**src/rtl/espectro_seq_pkg.sv**
```systemverilog
// Shared types and constants for the espectro note sequencer.
// Latency: n/a (declarations only).
// Backpressure: n/a.
package espectro_seq_pkg;

    typedef enum logic [1:0] {
        ST_IDLE = 2'd0,
        ST_LOAD = 2'd1,
        ST_PLAY = 2'd2,
        ST_DONE = 2'd3
    } state_t;

    localparam logic [3:0] ADDR_FRH    = 4'h0;
    localparam logic [3:0] ADDR_FRL    = 4'h2;
    localparam logic [3:0] ADDR_DUR    = 4'h4;
    localparam logic [3:0] ADDR_CTRL   = 4'h6;
    localparam logic [3:0] ADDR_STATUS = 4'h8;

    localparam int CTRL_START = 0;
    localparam int CTRL_STOP  = 1;
    localparam int CTRL_LOOP  = 2;

    localparam int STAT_DONE_IRQ = 0;
    localparam int STAT_BUSY     = 1;
    localparam int STAT_EMPTY    = 2;
    localparam int STAT_OVF      = 3;

    localparam int ENTRY_W = 48;

    typedef struct packed {
        logic [31:0] fr;
        logic [15:0] dur;
    } entry_t;

    // STATUS word layout: {wr_idx, play_idx, 2'b0, ovf, empty, busy, done_irq}
    function automatic logic [15:0] pack_status(input logic [4:0] wr_idx,
                                                input logic [4:0] play_idx,
                                                input logic       ovf,
                                                input logic       empty,
                                                input logic       busy,
                                                input logic       done_irq);
        logic [15:0] s;
        s                = '0;
        s[15:11]         = wr_idx;
        s[10:6]          = play_idx;
        s[STAT_OVF]      = ovf;
        s[STAT_EMPTY]    = empty;
        s[STAT_BUSY]     = busy;
        s[STAT_DONE_IRQ] = done_irq;
        return s;
    endfunction

endpackage

```
**src/rtl/espectro_seq_tick.sv**
```systemverilog
// Duration prescaler: one-cycle tick every TICK_DIV clocks, restartable by clr.
// Latency: first tick TICK_DIV cycles after clr is released.
// Backpressure: none; free-running apart from clr.
module espectro_seq_tick #(
    parameter int TICK_DIV = 50000
) (
    input  logic clk,
    input  logic rst,
    input  logic clr,
    output logic tick
);
    localparam int CW = (TICK_DIV > 1) ? $clog2(TICK_DIV) : 1;

    logic [CW-1:0] cnt_q, cnt_d;

    assign tick = (cnt_q == CW'(TICK_DIV - 1));

    // count up, wrap on tick, restart on clr
    always_comb begin
        cnt_d = cnt_q + 1'b1;
        if (clr || tick) begin
            cnt_d = '0;
        end
    end

    // prescaler register
    always_ff @(posedge clk) begin
        if (rst) begin
            cnt_q <= '0;
        end else begin
            cnt_q <= cnt_d;
        end
    end

endmodule

```
**src/rtl/espectro_seq.sv**
```systemverilog
// Note sequencer: plays a CPU-preloaded {fr, dur} list on the espectro generator (LOOP under ESPECTRO_SEQ_LOOP_EN).
// Latency: START at edge N -> LOAD (tone_init) in N+1, PLAY from N+2; d_out valid one cycle after cs&&rd.
// Backpressure: none; DUR writes past DEPTH are dropped and flagged in ovf.
module espectro_seq
    import espectro_seq_pkg::*;
#(
    parameter int DEPTH    = 8,
    parameter int TICK_DIV = 50000
) (
    input  logic        clk,
    input  logic        rst,
    input  logic [15:0] d_in,
    input  logic        cs,
    input  logic [3:0]  addr,
    input  logic        rd,
    input  logic        wr,
    output logic [15:0] d_out,
    output logic [31:0] tone_fr,
    output logic        tone_en,
    output logic        tone_init,
    output logic        busy,
    output logic        done_irq
);
    localparam int         IDX_W    = $clog2(DEPTH);
    localparam logic [4:0] DEPTH_W5 = 5'(DEPTH);

    state_t      state_q, state_d;
    logic [31:0] stage_fr_q, stage_fr_d;
    logic [4:0]  wr_idx_q, wr_idx_d;
    logic [4:0]  play_idx_q, play_idx_d;
    logic [15:0] ms_cnt_q, ms_cnt_d;
    logic [31:0] tone_fr_q, tone_fr_d;
    logic        tone_en_q, tone_en_d;
    logic        done_irq_q, done_irq_d;
    logic        ovf_q, ovf_d;
    logic [15:0] d_out_q, d_out_d;
    entry_t      note_buf_q [DEPTH];
    entry_t      note_buf_d [DEPTH];

    logic        wr_en, rd_en, wr_dur, app_ok, ctrl_wr, start, stop;
    logic [4:0]  wr_idx_app, play_nxt;
    entry_t      cur;
    logic        tick, loop_on;
    logic [15:0] status_w, ctrl_rb;

    assign wr_en      = cs && wr;
    assign rd_en      = cs && rd;
    assign wr_dur     = wr_en && (addr == ADDR_DUR);
    assign app_ok     = wr_dur && (wr_idx_q != DEPTH_W5);
    assign ctrl_wr    = wr_en && (addr == ADDR_CTRL);
    assign start      = ctrl_wr && d_in[CTRL_START];
    assign stop       = ctrl_wr && d_in[CTRL_STOP];
    // end-of-note compare must see a DUR landing in the same cycle
    assign wr_idx_app = wr_idx_q + {4'b0, app_ok};
    assign play_nxt   = play_idx_q + 5'd1;
    assign cur        = note_buf_q[play_idx_q[IDX_W-1:0]];
    assign status_w   = pack_status(wr_idx_q, play_idx_q, ovf_q, (wr_idx_q == 5'd0),
                                    busy, done_irq_q);
    assign ctrl_rb    = {13'b0, loop_on, 2'b0};

    espectro_seq_tick #(.TICK_DIV(TICK_DIV)) u_tick (
        .clk  (clk),
        .rst  (rst),
        .clr  (state_q == ST_LOAD),
        .tick (tick)
    );

`ifdef ESPECTRO_SEQ_LOOP_EN
    logic loop_q, loop_d;

    // LOOP follows bit2 of every CTRL write
    always_comb begin
        loop_d = loop_q;
        if (ctrl_wr) begin
            loop_d = d_in[CTRL_LOOP];
        end
    end

    // LOOP register
    always_ff @(posedge clk) begin
        if (rst) begin
            loop_q <= 1'b0;
        end else begin
            loop_q <= loop_d;
        end
    end

    assign loop_on = loop_q;
`else
    assign loop_on = 1'b0;
`endif

    // note buffer append; entries are never cleared, only the indices are
    always_comb begin
        for (int i = 0; i < DEPTH; i++) begin
            note_buf_d[i] = note_buf_q[i];
        end
        if (app_ok) begin
            note_buf_d[wr_idx_q[IDX_W-1:0]] = '{fr: stage_fr_q, dur: d_in};
        end
    end

    // note buffer storage (no reset needed: only read below wr_idx)
    always_ff @(posedge clk) begin
        for (int i = 0; i < DEPTH; i++) begin
            note_buf_q[i] <= note_buf_d[i];
        end
    end

    // register file access plus sequencer next-state logic
    always_comb begin
        state_d    = state_q;
        stage_fr_d = stage_fr_q;
        wr_idx_d   = wr_idx_app;
        play_idx_d = play_idx_q;
        ms_cnt_d   = ms_cnt_q;
        tone_fr_d  = tone_fr_q;
        tone_en_d  = tone_en_q;
        done_irq_d = done_irq_q;
        ovf_d      = ovf_q;
        d_out_d    = d_out_q;

        if (rd_en) begin
            if (addr == ADDR_STATUS) begin
                d_out_d    = status_w;
                done_irq_d = 1'b0;
                ovf_d      = 1'b0;
            end else if (addr == ADDR_CTRL) begin
                d_out_d = ctrl_rb;
            end else begin
                d_out_d = '0;
            end
        end

        // a new overflow wins over a same-cycle read clear
        if (wr_dur && !app_ok) begin
            ovf_d = 1'b1;
        end
        if (wr_en && (addr == ADDR_FRH)) begin
            stage_fr_d[31:16] = d_in;
        end
        if (wr_en && (addr == ADDR_FRL)) begin
            stage_fr_d[15:0] = d_in;
        end

        if (stop) begin
            state_d    = ST_IDLE;
            tone_en_d  = 1'b0;
            wr_idx_d   = '0;
            play_idx_d = '0;
        end else begin
            case (state_q)
                ST_IDLE: begin
                    if (start && (wr_idx_q != 5'd0)) begin
                        state_d    = ST_LOAD;
                        play_idx_d = '0;
                        done_irq_d = 1'b0;
                    end
                end
                ST_LOAD: begin
                    tone_fr_d = cur.fr;
                    tone_en_d = (cur.fr != 32'd0);
                    ms_cnt_d  = '0;
                    state_d   = ST_PLAY;
                end
                ST_PLAY: begin
                    if (ms_cnt_q == cur.dur) begin
                        play_idx_d = play_nxt;
                        if (play_nxt < wr_idx_app) begin
                            state_d = ST_LOAD;
                        end else if (loop_on) begin
                            play_idx_d = '0;
                            state_d    = ST_LOAD;
                        end else begin
                            tone_en_d = 1'b0;
                            state_d   = ST_DONE;
                        end
                    end else if (tick) begin
                        ms_cnt_d = ms_cnt_q + 16'd1;
                    end
                end
                ST_DONE: begin
                    done_irq_d = 1'b1;
                    wr_idx_d   = '0;
                    play_idx_d = '0;
                    state_d    = ST_IDLE;
                end
                default: begin
                    state_d = ST_IDLE;
                end
            endcase
        end
    end

    // state and control registers
    always_ff @(posedge clk) begin
        if (rst) begin
            state_q    <= ST_IDLE;
            stage_fr_q <= '0;
            wr_idx_q   <= '0;
            play_idx_q <= '0;
            ms_cnt_q   <= '0;
            tone_fr_q  <= '0;
            tone_en_q  <= 1'b0;
            done_irq_q <= 1'b0;
            ovf_q      <= 1'b0;
            d_out_q    <= '0;
        end else begin
            state_q    <= state_d;
            stage_fr_q <= stage_fr_d;
            wr_idx_q   <= wr_idx_d;
            play_idx_q <= play_idx_d;
            ms_cnt_q   <= ms_cnt_d;
            tone_fr_q  <= tone_fr_d;
            tone_en_q  <= tone_en_d;
            done_irq_q <= done_irq_d;
            ovf_q      <= ovf_d;
            d_out_q    <= d_out_d;
        end
    end

    assign d_out     = d_out_q;
    assign tone_fr   = tone_fr_q;
    assign tone_en   = tone_en_q;
    assign tone_init = (state_q == ST_LOAD);
    assign busy      = (state_q != ST_IDLE);
    assign done_irq  = done_irq_q;

endmodule

```
**config.mk**
```make
export PLATFORM = sky130hd
export DESIGN_NAME = espectro_seq
export DESIGN_NICKNAME = d
export VERILOG_FILES = /design/src/rtl/espectro_seq_pkg.sv /design/src/rtl/espectro_seq_tick.sv /design/src/rtl/espectro_seq.sv
export SDC_FILE = /design/constraint.sdc
export NUM_CORES = 1
export LEC_CHECK = 0
export CAP_MARGIN = 20
export CORE_MARGIN = 1
export CORE_UTILIZATION = 35
export CTS_CLUSTER_SIZE = 24
export DETAILED_ROUTE_END_ITERATION = 8
export GPL_TIMING_DRIVEN = 1
export HOLD_SLACK_MARGIN = 0.05
export PLACE_DENSITY = 0.49
export SETUP_SLACK_MARGIN = 0.4
export SLEW_MARGIN = 20
export SYNTH_ARGS = -nofsm -noshare
export SYNTH_HDL_FRONTEND = slang
export SYNTH_SLANG_ARGS = --single-unit
export TNS_END_PERCENT = 20
```
**constraint.sdc**
```tcl
create_clock -name clk -period 7.54 [get_ports clk]
set_input_delay 1.508 -clock clk [delete_from_list [all_inputs] [get_ports clk]]
set_output_delay 1.508 -clock clk [all_outputs]
set_load 0.01 [all_outputs]
```
==> results of run 1 <==
-- cell usage in the layout, fill, tap and decap left out, types with 8 or more instances in the layout --
| cell | count |
|---|---|
| mux4_2 | 80 |
| nor2_1 | 82 |
| nand2_1 | 112 |
| clkinv_1 | 8 |
| xor2_1 | 16 |
| a21oi_1 | 47 |
| clkdlybuf4s50_1 | 73 |
| ha_1 | 14 |
| a211oi_1 | 32 |
| buf_4 | 20 |
| nand2b_1 | 10 |
| clkbuf_16 | 56 |
| clkbuf_1 | 9 |
| nand3_1 | 22 |
| inv_1 | 10 |
| edfxtp_1 | 384 |
| and3_1 | 18 |
| nor2b_1 | 8 |
| a22oi_1 | 30 |
| nand4_1 | 21 |
| o21ai_0 | 12 |
| xnor2_1 | 10 |
| mux2i_1 | 78 |
| nor3_1 | 8 |
| dfxtp_1 | 125 |
| clkinv_2 | 13 |
-- worst max-delay path, cell delays in order --
cell             delay, ps
clkdlybuf4s50_1        490
nand2_1                 60
nor3_1                 450
and3b_1                320
a21boi_0               390
ha_1                   230
ha_1                   230
inv_1                   70
ha_1                   220
a21boi_0               110
o21ai_0                170
nand2b_1                70
a21oi_1                140
nor2b_1                 60
o21ai_0                200
a211oi_1               110
a311o_1                280
-- registers in the layout, summed over array words and instances, names as in the netlist, named ones only --
name,flops
note_buf_q,384
stage_fr_q,32
tone_fr,32
ms_cnt_q,16
u_tick.cnt_q,16
d_out,14
play_idx_q,5
wr_idx_q,5
state_q,2
done_irq,1
ovf_q,1
tone_en,1
-- where the power goes --
part	leakage (nW)	total, W	internal, W	switching, W
Sequential	4.93	0.00309	0.00306	0.0000302
Combinational	1.87	0.000318	0.000144	0.000174
Clock	0.908	0.00273	0.00162	0.00111
-- through the flow --
step                setup slack [ps]  total power [W]
global route                    2506         0.006356
finish                          2896         0.006135
floorplan                      867.9         0.003300
CTS                             2941         0.006217
global placement                2378         0.003465
detailed placement              2340         0.003470
-- final timing paths --
path	startpoint	cells past startpoint	endpoint	slack, ps
setup reg to reg	flop	9	ms_cnt_q[3]$_SDFFE_PP0P_	3230
hold reg to reg	u_tick.cnt_q[0]$_SDFF_PP0_	1	u_tick.cnt_q[0]$_SDFF_PP0_	440
hold / removal	u_tick.cnt_q[0]$_SDFF_PP0_	1	u_tick.cnt_q[0]$_SDFF_PP0_	440
setup / recovery	cs	17	state_q[1]$_SDFFE_PP0P_	2900
-- cell type report --
class | count | area (sq um)
Clock buffer | 71 | 1518
Clock inverter | 32 | 324.1
Fill cell | 5066 | 33040
Inverter | 10 | 37.54
Multi-Input combinational cell | 674 | 5604
Sequential cell | 512 | 14100
Tap cell | 756 | 945.9
Timing Repair Buffer | 95 | 920.9
-- cells by family (layout without fill, tap and decap cells) --
kind of cell,after synthesis,count (layout)
multiplexers,159,159
adder cells (fa/ha/maj),14,14
AO/OA/AOI/OAI,155,155
buffers and inverters,82,208
AND/OR/NAND/NOR,318,318
XOR/XNOR,26,26
flip-flops,512,512
other,1,2
-- routing by layer --
metal / track usage [%] / part of all wire, %
met1: 23.52 / 46
met2: 26.65 / 47
met3: 2.768 / 4.4
met4: 5.006 / 1.8
met5: 0 / 0
==> results.cfg, run 1 <==
[status]
outcome = finished clean

[clocking]
clk_latency_ps = 610
clock_tree_from_tritoncts = built
clk_buf_depth = 3
post_cts_hold_buffer_count = 0
numCtsBuffers = 55
cts.root.buffer_cell = clkbuf_16
cts_resized = 0
cts_post_setup_buffers_inserted = 0
htreeDepth = 2
path_clk_slew_ps = 60
clock_sinks = 512

[logic_synthesis]
synth_top_area_share_pct = 57.61
yosys_warnings = 0
synthMuxAreaShare_pct = 12.96
ys_seq_area_share_pct = 70.42
synth_area_sq_um = 20010
synthesized_area_fraction_occupied_by_ao_oa_aoi_and_oai_cells_pct = 5.201
synth_edf_count = 384
async_reset_ff_share_pct = 0
yosys.area_share.adder_pct = 0.8752
synth_top_flop_cell = edfxtp_1
synth_xor_xnor_area_share_pct = 1.138
yosys.area_share.simple_pct = 7.514
synth_top_family_by_area = multiplexers
number_of_distinct_library_cells_after_synthesis = 56
netlist.top_cell.by_area = edfxtp_1
synthCells = 1267
synth.avg_cell_area_sq_um = 15.80
synthTopCellsByCount = edfxtp_1, dfxtp_1, nand2_1, nor2_1, mux4_2
ys_top_cells_by_area = edfxtp_1, dfxtp_1, mux4_2, mux2i_1, nand2_1
yosysMostFrequentCell = edfxtp_1
synth.ff_latch_count = 512

[timing]
max_freq_mhz = 215.3
period_minus_slack_ps = 4644
max_slew.worst_pin.slew_ps = 1043
report.final.slew_viol_count = 0
totalNegativeSetupSlack_ps = 0
final.setup_skew_ps = 20.90
timing.final.crit_share_pct = 61.59
fin_hold_ws_ps = 439.5
worst_slew_margin_rel_pct = 30.50
finalSetupViolations = 0
unrepaired_setup_endpoints_after_global_routing = false
timing_hold_violations_final = 0

[placed_design]
dpl.hpwl_mm = 28.39
place_inst = 2047
detailed_place.area_sq_um = 21610
place_congestion = 0.7628
port-buffer-count = 74

[setup_path]
critical_path.startpoint_type = input port
cp_data_required_time_ps = 8020
timing_worst_setup_path_type = in2reg
setup.worst_path.end_class = flop
critical_path_arrival_ps = 5130
critical_path.max_fanout = 6

[finish]
final_design_area_no_fill_sq_um = 23460
layout-drive-gt1-share_pct = 15.14
finish.net_count = 1387
post_layout_nonfiller_instances = 2150
insertedDiodeCount = 0
fin_util_pct = 41.52
flow.area_growth_from_synthesis_pct = 17.19

[global_route]
aggregate_global_route_resource_usage_pct = 16.75
first_pass_grt_wire_length_mm = 72.03
antenna_violations_before_repair = 0
first_global_vias = 11107
grt_max_degree = 79
grt_remaining_overflow = 0

[die]
die_area_sq_um = 58140
floorplan.die.width_um = 241.1
chipHeight_um = 241.1
floorplan.initialDensity_pct = 35.43
coreArea_sq_um = 56500
floorplan.io_pins = 77
placement_rows = 87

[worst_hold_path]
worst_min_path_class = reg2reg

[route]
drt_iter0_markers = 740
antenna_left = 0
viasPerCell = 5.156
wl_final_mm = 47.88
drcViolationCount = 0
drt_first_pass_iters = 5
vias_after_detailed_routing = 11085
wire_per_inst_um = 22.27

[power_and_ir_drop]
power_density_nw_per_um2 = 261.6
vdd_drop_max_mv = 0.1725
power.leakage_nw = 7.710

[job]
max-cap-violations = 0
(Power assumes the default switching activity.)
==> run 2, diff against run 1 <==
--- a/config.mk
+++ b/config.mk
@@ -12,7 +12,7 @@
 export DETAILED_ROUTE_END_ITERATION = 8
 export GPL_TIMING_DRIVEN = 1
 export HOLD_SLACK_MARGIN = 0.05
-export PLACE_DENSITY = 0.49
+export PLACE_DENSITY = 0.51
 export SETUP_SLACK_MARGIN = 0.4
 export SLEW_MARGIN = 20
 export SYNTH_ARGS = -nofsm -noshare
==> constraint.sdc (replaced) <==
create_clock -name clk -period 4 [get_ports clk]
set_input_delay 0.8 -clock clk [delete_from_list [all_inputs] [get_ports clk]]
set_output_delay 0.8 -clock clk [all_outputs]
set_load 0.01 [all_outputs]
==> results.cfg, run 2 (synthesized netlist as in run 1, its figures left out) <==
[job]
max-cap-violations = 0

[power_and_ir_drop]
vdd_drop_max_mv = 0.2808
pwr-share-clk_pct = 43.4
power_density_nw_per_um2 = 479.0
power.share.sequential_pct = 51.3
p_switching_w = 0.002463
power_switching_share_pct = 21.68
power.leakage_nw = 7.803
power_report.internal_total_w = 0.008897
pwr-share-comb_pct = 5.4

[placed_design]
port-buffer-count = 74
place_inst = 2069
dpl.hpwl_mm = 28.50
pre_cts_setup_slack_ps = -25.67
place_congestion = 0.7842

[clocking]
clock_tree_from_tritoncts = built
path_clk_slew_ps = 60
htreeDepth = 2
cts_post_setup_buffers_inserted = 0
post_cts_hold_buffer_count = 0
clk_latency_ps = 610
clk_buf_depth = 3
cts.root.buffer_cell = clkbuf_16
numCtsBuffers = 53
clock_sinks = 512

[setup_path]
critical_path_cell_by_cell = mux4_2 -> mux2i_1 -> xor2_1 -> nand2_1 -> nor4_4 -> a21oi_1 -> buf_4 -> a2111oi_0 -> a31o_1
r2r-end = ms_cnt_q[3]$_SDFFE_PP0P_
timing.reg2reg.worst_path_depth = 9
critical_path.startpoint_type = flop
critical-path-max-stage-delay_ps = 580
setup.worst_path.end_class = flop
critical_path.max_fanout = 14
instance_count_on_the_critical_path = 9
cp_top_family = multiplexers
r2r_setup_slack_ps = 690
cp_data_required_time_ps = 4540
critical_path_arrival_ps = 3850
worst_path_max_delay_cell = nor4_4
worstPathBufferInverterCount = 1
timing_worst_setup_path_type = reg2reg

[timing]
timing.final.crit_share_pct = 82.84
totalNegativeSetupSlack_ps = 0
max_freq_mhz = 301.8
timing_hold_violations_final = 0
period_minus_slack_ps = 3314
report.final.slew_viol_count = 0
max_slew.worst_pin.slew_ps = 911.3
unrepaired_setup_endpoints_after_global_routing = true
timing.final.ws_setup_ps = 686.3
finalSetupViolations = 0
final.setup_skew_ps = 18.43
worst_slew_margin_rel_pct = 39.02

[worst_hold_path]
worst_min_path_class = reg2reg
worstHoldPathCells = 1
hp-start = u_tick.cnt_q[0]$_SDFF_PP0_
holdPathEnd = u_tick.cnt_q[0]$_SDFF_PP0_

[finish]
layout-drive-gt1-share_pct = 16.29
layout.cells.most_common = edfxtp_1
finish.net_count = 1407
n_fill_cell = 5020
largest_register_ffs = 384
insertedDiodeCount = 0
flow.area_growth_from_synthesis_pct = 18.49
most_flops_register = note_buf_q
mostFrequentLayoutCells = edfxtp_1, dfxtp_1, nand2_1, nor2_1, mux4_2
post_layout_nonfiller_instances = 2168

[die]
coreArea_sq_um = 56500
placement_rows = 87
die_area_sq_um = 58140
floorplan.initialDensity_pct = 35.43
floorplan.die.width_um = 241.1
chipHeight_um = 241.1
floorplan.io_pins = 77

[global_route]
first_global_vias = 11275
antenna_violations_before_repair = 0
first_pass_grt_wire_length_mm = 72.50
aggregate_global_route_resource_usage_pct = 16.95
grt_remaining_overflow = 0
grt_max_degree = 64

[route]
antenna_left = 0
vias_after_detailed_routing = 11086
viasPerCell = 5.113
drt_iter0_markers = 756
wl_final_mm = 47.90
drt_first_pass_iters = 5
drcViolationCount = 0
wire_per_inst_um = 22.09

[status]
outcome = finished clean
==> run 2: layer usage <==
metal  GRT usage, %  vias up  routed length, um
li1               -     5118                  -
met1          22.96     5690              21820
met2          28.25      207              23290
met3          2.265       71               1699
met4          5.313        0               1092
met5              0        -                  0
==> run 2: what timing repair did <==
item / 4_1_cts / 5_1_grt
endpoints found under the hold margin: 0 / 0
resized for setup: 0 / 2
setup endpoints to repair: 0 / 3
==> run 2: cell type report <==
class                      instances  area, sq um  area share [%]
sequential                       512        14100           59.48
timing repair buffer             117         1224           5.160
clock inverter                    26        244.0           1.029
multi-input combinational        674         5642           23.79
inverter                          10        37.54          0.1583
tap                              756        945.9           3.989
clock buffer                      73         1516           6.395
==> run 2: how the worst max path moves through the flow <==
stage / slack [ps] / end / from
after floorplan: 70 / note_buf_q[7][0]$_DFFE_PP_ / addr[3]
after global placement: -10 / state_q[1]$_SDFFE_PP0P_ / cs
after detailed placement: -30 / state_q[1]$_SDFFE_PP0P_ / cs
after CTS: 570 / state_q[1]$_SDFFE_PP0P_ / cs
after global routing: 370 / ms_cnt_q[3]$_SDFFE_PP0P_ / flop
final: 690 / ms_cnt_q[3]$_SDFFE_PP0P_ / flop
==> run 2: through the flow <==
step                      util [%]  cell area, sq um  total power (W)  hold slack, ps
after global placement       38.85             21950         0.006556           427.2
after detailed placement     38.85             21950         0.006561           438.7
after CTS                    41.97             23710          0.01150           451.4
after global routing         41.98             23710          0.01175           472.8
final                        41.98             23710          0.01136           446.3
after floorplan                  -             20070         0.006221           413.0
==> run 2: power by group through the flow <==
stage,Sequential (W),Clock (W),Combinational [W]
6_report,0.00583,0.00492,0.000610
2_1_floorplan,0.00596,0,0.000259
4_1_cts,0.00583,0.00505,0.000619
3_3_place_gp,0.00594,0,0.000617
3_5_place_dp,0.00594,0,0.000617
5_1_grt,0.00584,0.00524,0.000674
==> run 3, diff against run 2 <==
--- a/config.mk
+++ b/config.mk
@@ -12,7 +12,7 @@
 export DETAILED_ROUTE_END_ITERATION = 8
 export GPL_TIMING_DRIVEN = 1
 export HOLD_SLACK_MARGIN = 0.05
-export PLACE_DENSITY = 0.51
+export PLACE_DENSITY = 0.49
 export SETUP_SLACK_MARGIN = 0.4
 export SLEW_MARGIN = 20
 export SYNTH_ARGS = -nofsm -noshare
==> constraint.sdc (replaced) <==
create_clock -name clk -period 3.1 [get_ports clk]
set_input_delay 0.62 -clock clk [delete_from_list [all_inputs] [get_ports clk]]
set_output_delay 0.62 -clock clk [all_outputs]
set_load 0.01 [all_outputs]
==> results.cfg, run 3 (synthesized netlist as in run 1, its figures left out) <==
[timing]
period_minus_slack_ps = 2956
timing.final.crit_share_pct = 95.36
max_slew.worst_pin.slew_ps = 764.2
final.setup_skew_ps = 23.99
finalSetupViolations = 0
timing_hold_violations_final = 0
timing.final.ws_setup_ps = 143.8
max_freq_mhz = 338.3
worst_slew_margin_rel_pct = 49.05
report.final.slew_viol_count = 0
unrepaired_setup_endpoints_after_global_routing = true

[setup_path]
critical_path.startpoint_type = input port
critical-path-max-stage-delay_ps = 530
critical_path.max_fanout = 2
worstPathBufferInverterCount = 2
cp_top_family = compound AO/OA/AOI/OAI gates
crit_path_frequent_cell = o21ai_1
cp_data_required_time_ps = 3580
critical_path_cell_by_cell = clkdlybuf4s50_1 -> nor3_4 -> and3b_2 -> a21boi_4 -> ha_2 -> ha_4 -> inv_2 -> ha_1 -> a21boi_0 -> o21ai_1 -> nand2b_1 -> a21oi_1 -> nor2b_1 -> o21ai_1 -> a211oi_1 -> a311o_1
timing_worst_setup_path_type = in2reg
worst_path_max_delay_cell = clkdlybuf4s50_1
setup.worst_path.end_class = flop
critical_path_arrival_ps = 3440

[finish]
register_area_sq_um = 14100
n_fill_cell = 5082
insertedDiodeCount = 0
flow.area_growth_from_synthesis_pct = 22.31
mostFrequentLayoutCells = edfxtp_1, dfxtp_1, nand2_1, buf_4, nor2_1
final_design_area_no_fill_sq_um = 24480
layout.cells.most_common = edfxtp_1
most_flops_register = note_buf_q
finish.net_count = 1478
layout-drive-gt1-share_pct = 21.06
area_used_by_multi_input_combinational_logic_sq_um = 5766
largest_register_ffs = 384

[power_and_ir_drop]
power_density_nw_per_um2 = 594.6
vdd_drop_max_mv = 0.4001
power.leakage_nw = 8.177

[placed_design]
detailed_place.area_sq_um = 22410
pre_cts_setup_slack_ps = -586.9
place_congestion = 0.7792
port-buffer-count = 74
dpl.hpwl_mm = 28.97

[die]
floorplan.io_pins = 77
chipHeight_um = 241.1
floorplan.die.width_um = 241.1
die_area_sq_um = 58140
coreArea_sq_um = 56500
floorplan.initialDensity_pct = 35.43
placement_rows = 87

[route]
wl_final_mm = 48.31
drcViolationCount = 0
wire_per_inst_um = 21.55
antenna_left = 0
viasPerCell = 5.084
vias_after_detailed_routing = 11399
drt_first_pass_iters = 5
drt_iter0_markers = 695

[worst_hold_path]
worst_min_path_class = reg2reg

[global_route]
aggregate_global_route_resource_usage_pct = 17.05
grt_max_degree = 64
antenna_violations_before_repair = 1
first_pass_grt_wire_length_mm = 72.88
grt_remaining_overflow = 0
first_global_vias = 11468

[clocking]
numCtsBuffers = 55
clk_latency_ps = 610
path_clk_slew_ps = 60
cts.root.buffer_cell = clkbuf_16
clock_tree_from_tritoncts = built
post_cts_hold_buffer_count = 0
clock_sinks = 512
clk_buf_depth = 3
htreeDepth = 2

[job]
max-cap-violations = 0

[status]
outcome = finished clean
-- run 3: cell count changes in the layout (fill, tap and decap cells not counted), moves of 5 or more --
cell / previous run / this run
buf_4: 31 / 87
clkbuf_1: 11 / 22
mux2i_1: 78 / 71
mux2i_2: 0 / 7
clkinv_2: 11 / 5
buf_12: 13 / 18
-- run 3: final timing paths --
check                          endpoint  depth (start not counted)  slack, ps                  startpoint
max reg2reg                        flop                         11        190                        flop
max             state_q[1]$_SDFFE_PP0P_                         16        140                     addr[3]
min reg2reg  u_tick.cnt_q[0]$_SDFF_PP0_                          1        450  u_tick.cnt_q[0]$_SDFF_PP0_
min          u_tick.cnt_q[0]$_SDFF_PP0_                          1        450  u_tick.cnt_q[0]$_SDFF_PP0_
-- run 3: power breakdown --
group / total [W] / internal, W / switching [W] / leakage (nW)
registers: 0.00751 / 0.00743 / 0.0000725 / 4.93
logic: 0.000793 / 0.000362 / 0.000431 / 2.40
clock network: 0.00626 / 0.00363 / 0.00262 / 0.844
-- run 3: final cells by class --
type / count / area share [%]
clock buffers: 86 / 6.558
clock inverters: 18 / 0.5060
repair buffers: 186 / 7.744
multi-input cells: 674 / 23.55
inverters: 10 / 0.1533
well taps: 756 / 3.864
flip-flops and latches: 512 / 57.62
-- run 3: routing by layer --
layer	track usage, %	vias up	wire (um)
li1	-	5255	-
met1	23.87	5866	22200
met2	27.35	206	23240
met3	2.413	72	1702
met4	5.543	0	1166
met5	0	-	0
-- run 3: repair_timing --
action | CTS | global route
resized for setup | 30 | 11
cloned | 1 | 0
setup endpoints to repair | 27 | 28
pin swaps | 14 | 4
hold endpoints to repair | 0 | 0
setup buffers | 13 | 4
-- run 3: per-stage QoR --
step           cells  hold slack, ps  power (W)  setup TNS (ps)  utilization (%)
2_1_floorplan   1268           413.0   0.008028           -1029                -
3_3_place_gp    2120           425.6   0.008447           -1079            39.67
3_5_place_dp    2120           446.0   0.008454           -1154            39.67
4_1_cts         2238           421.9    0.01476               0            43.18
5_1_grt         2242           458.0    0.01509               0            43.33
6_report        2242           446.5    0.01456               0            43.33
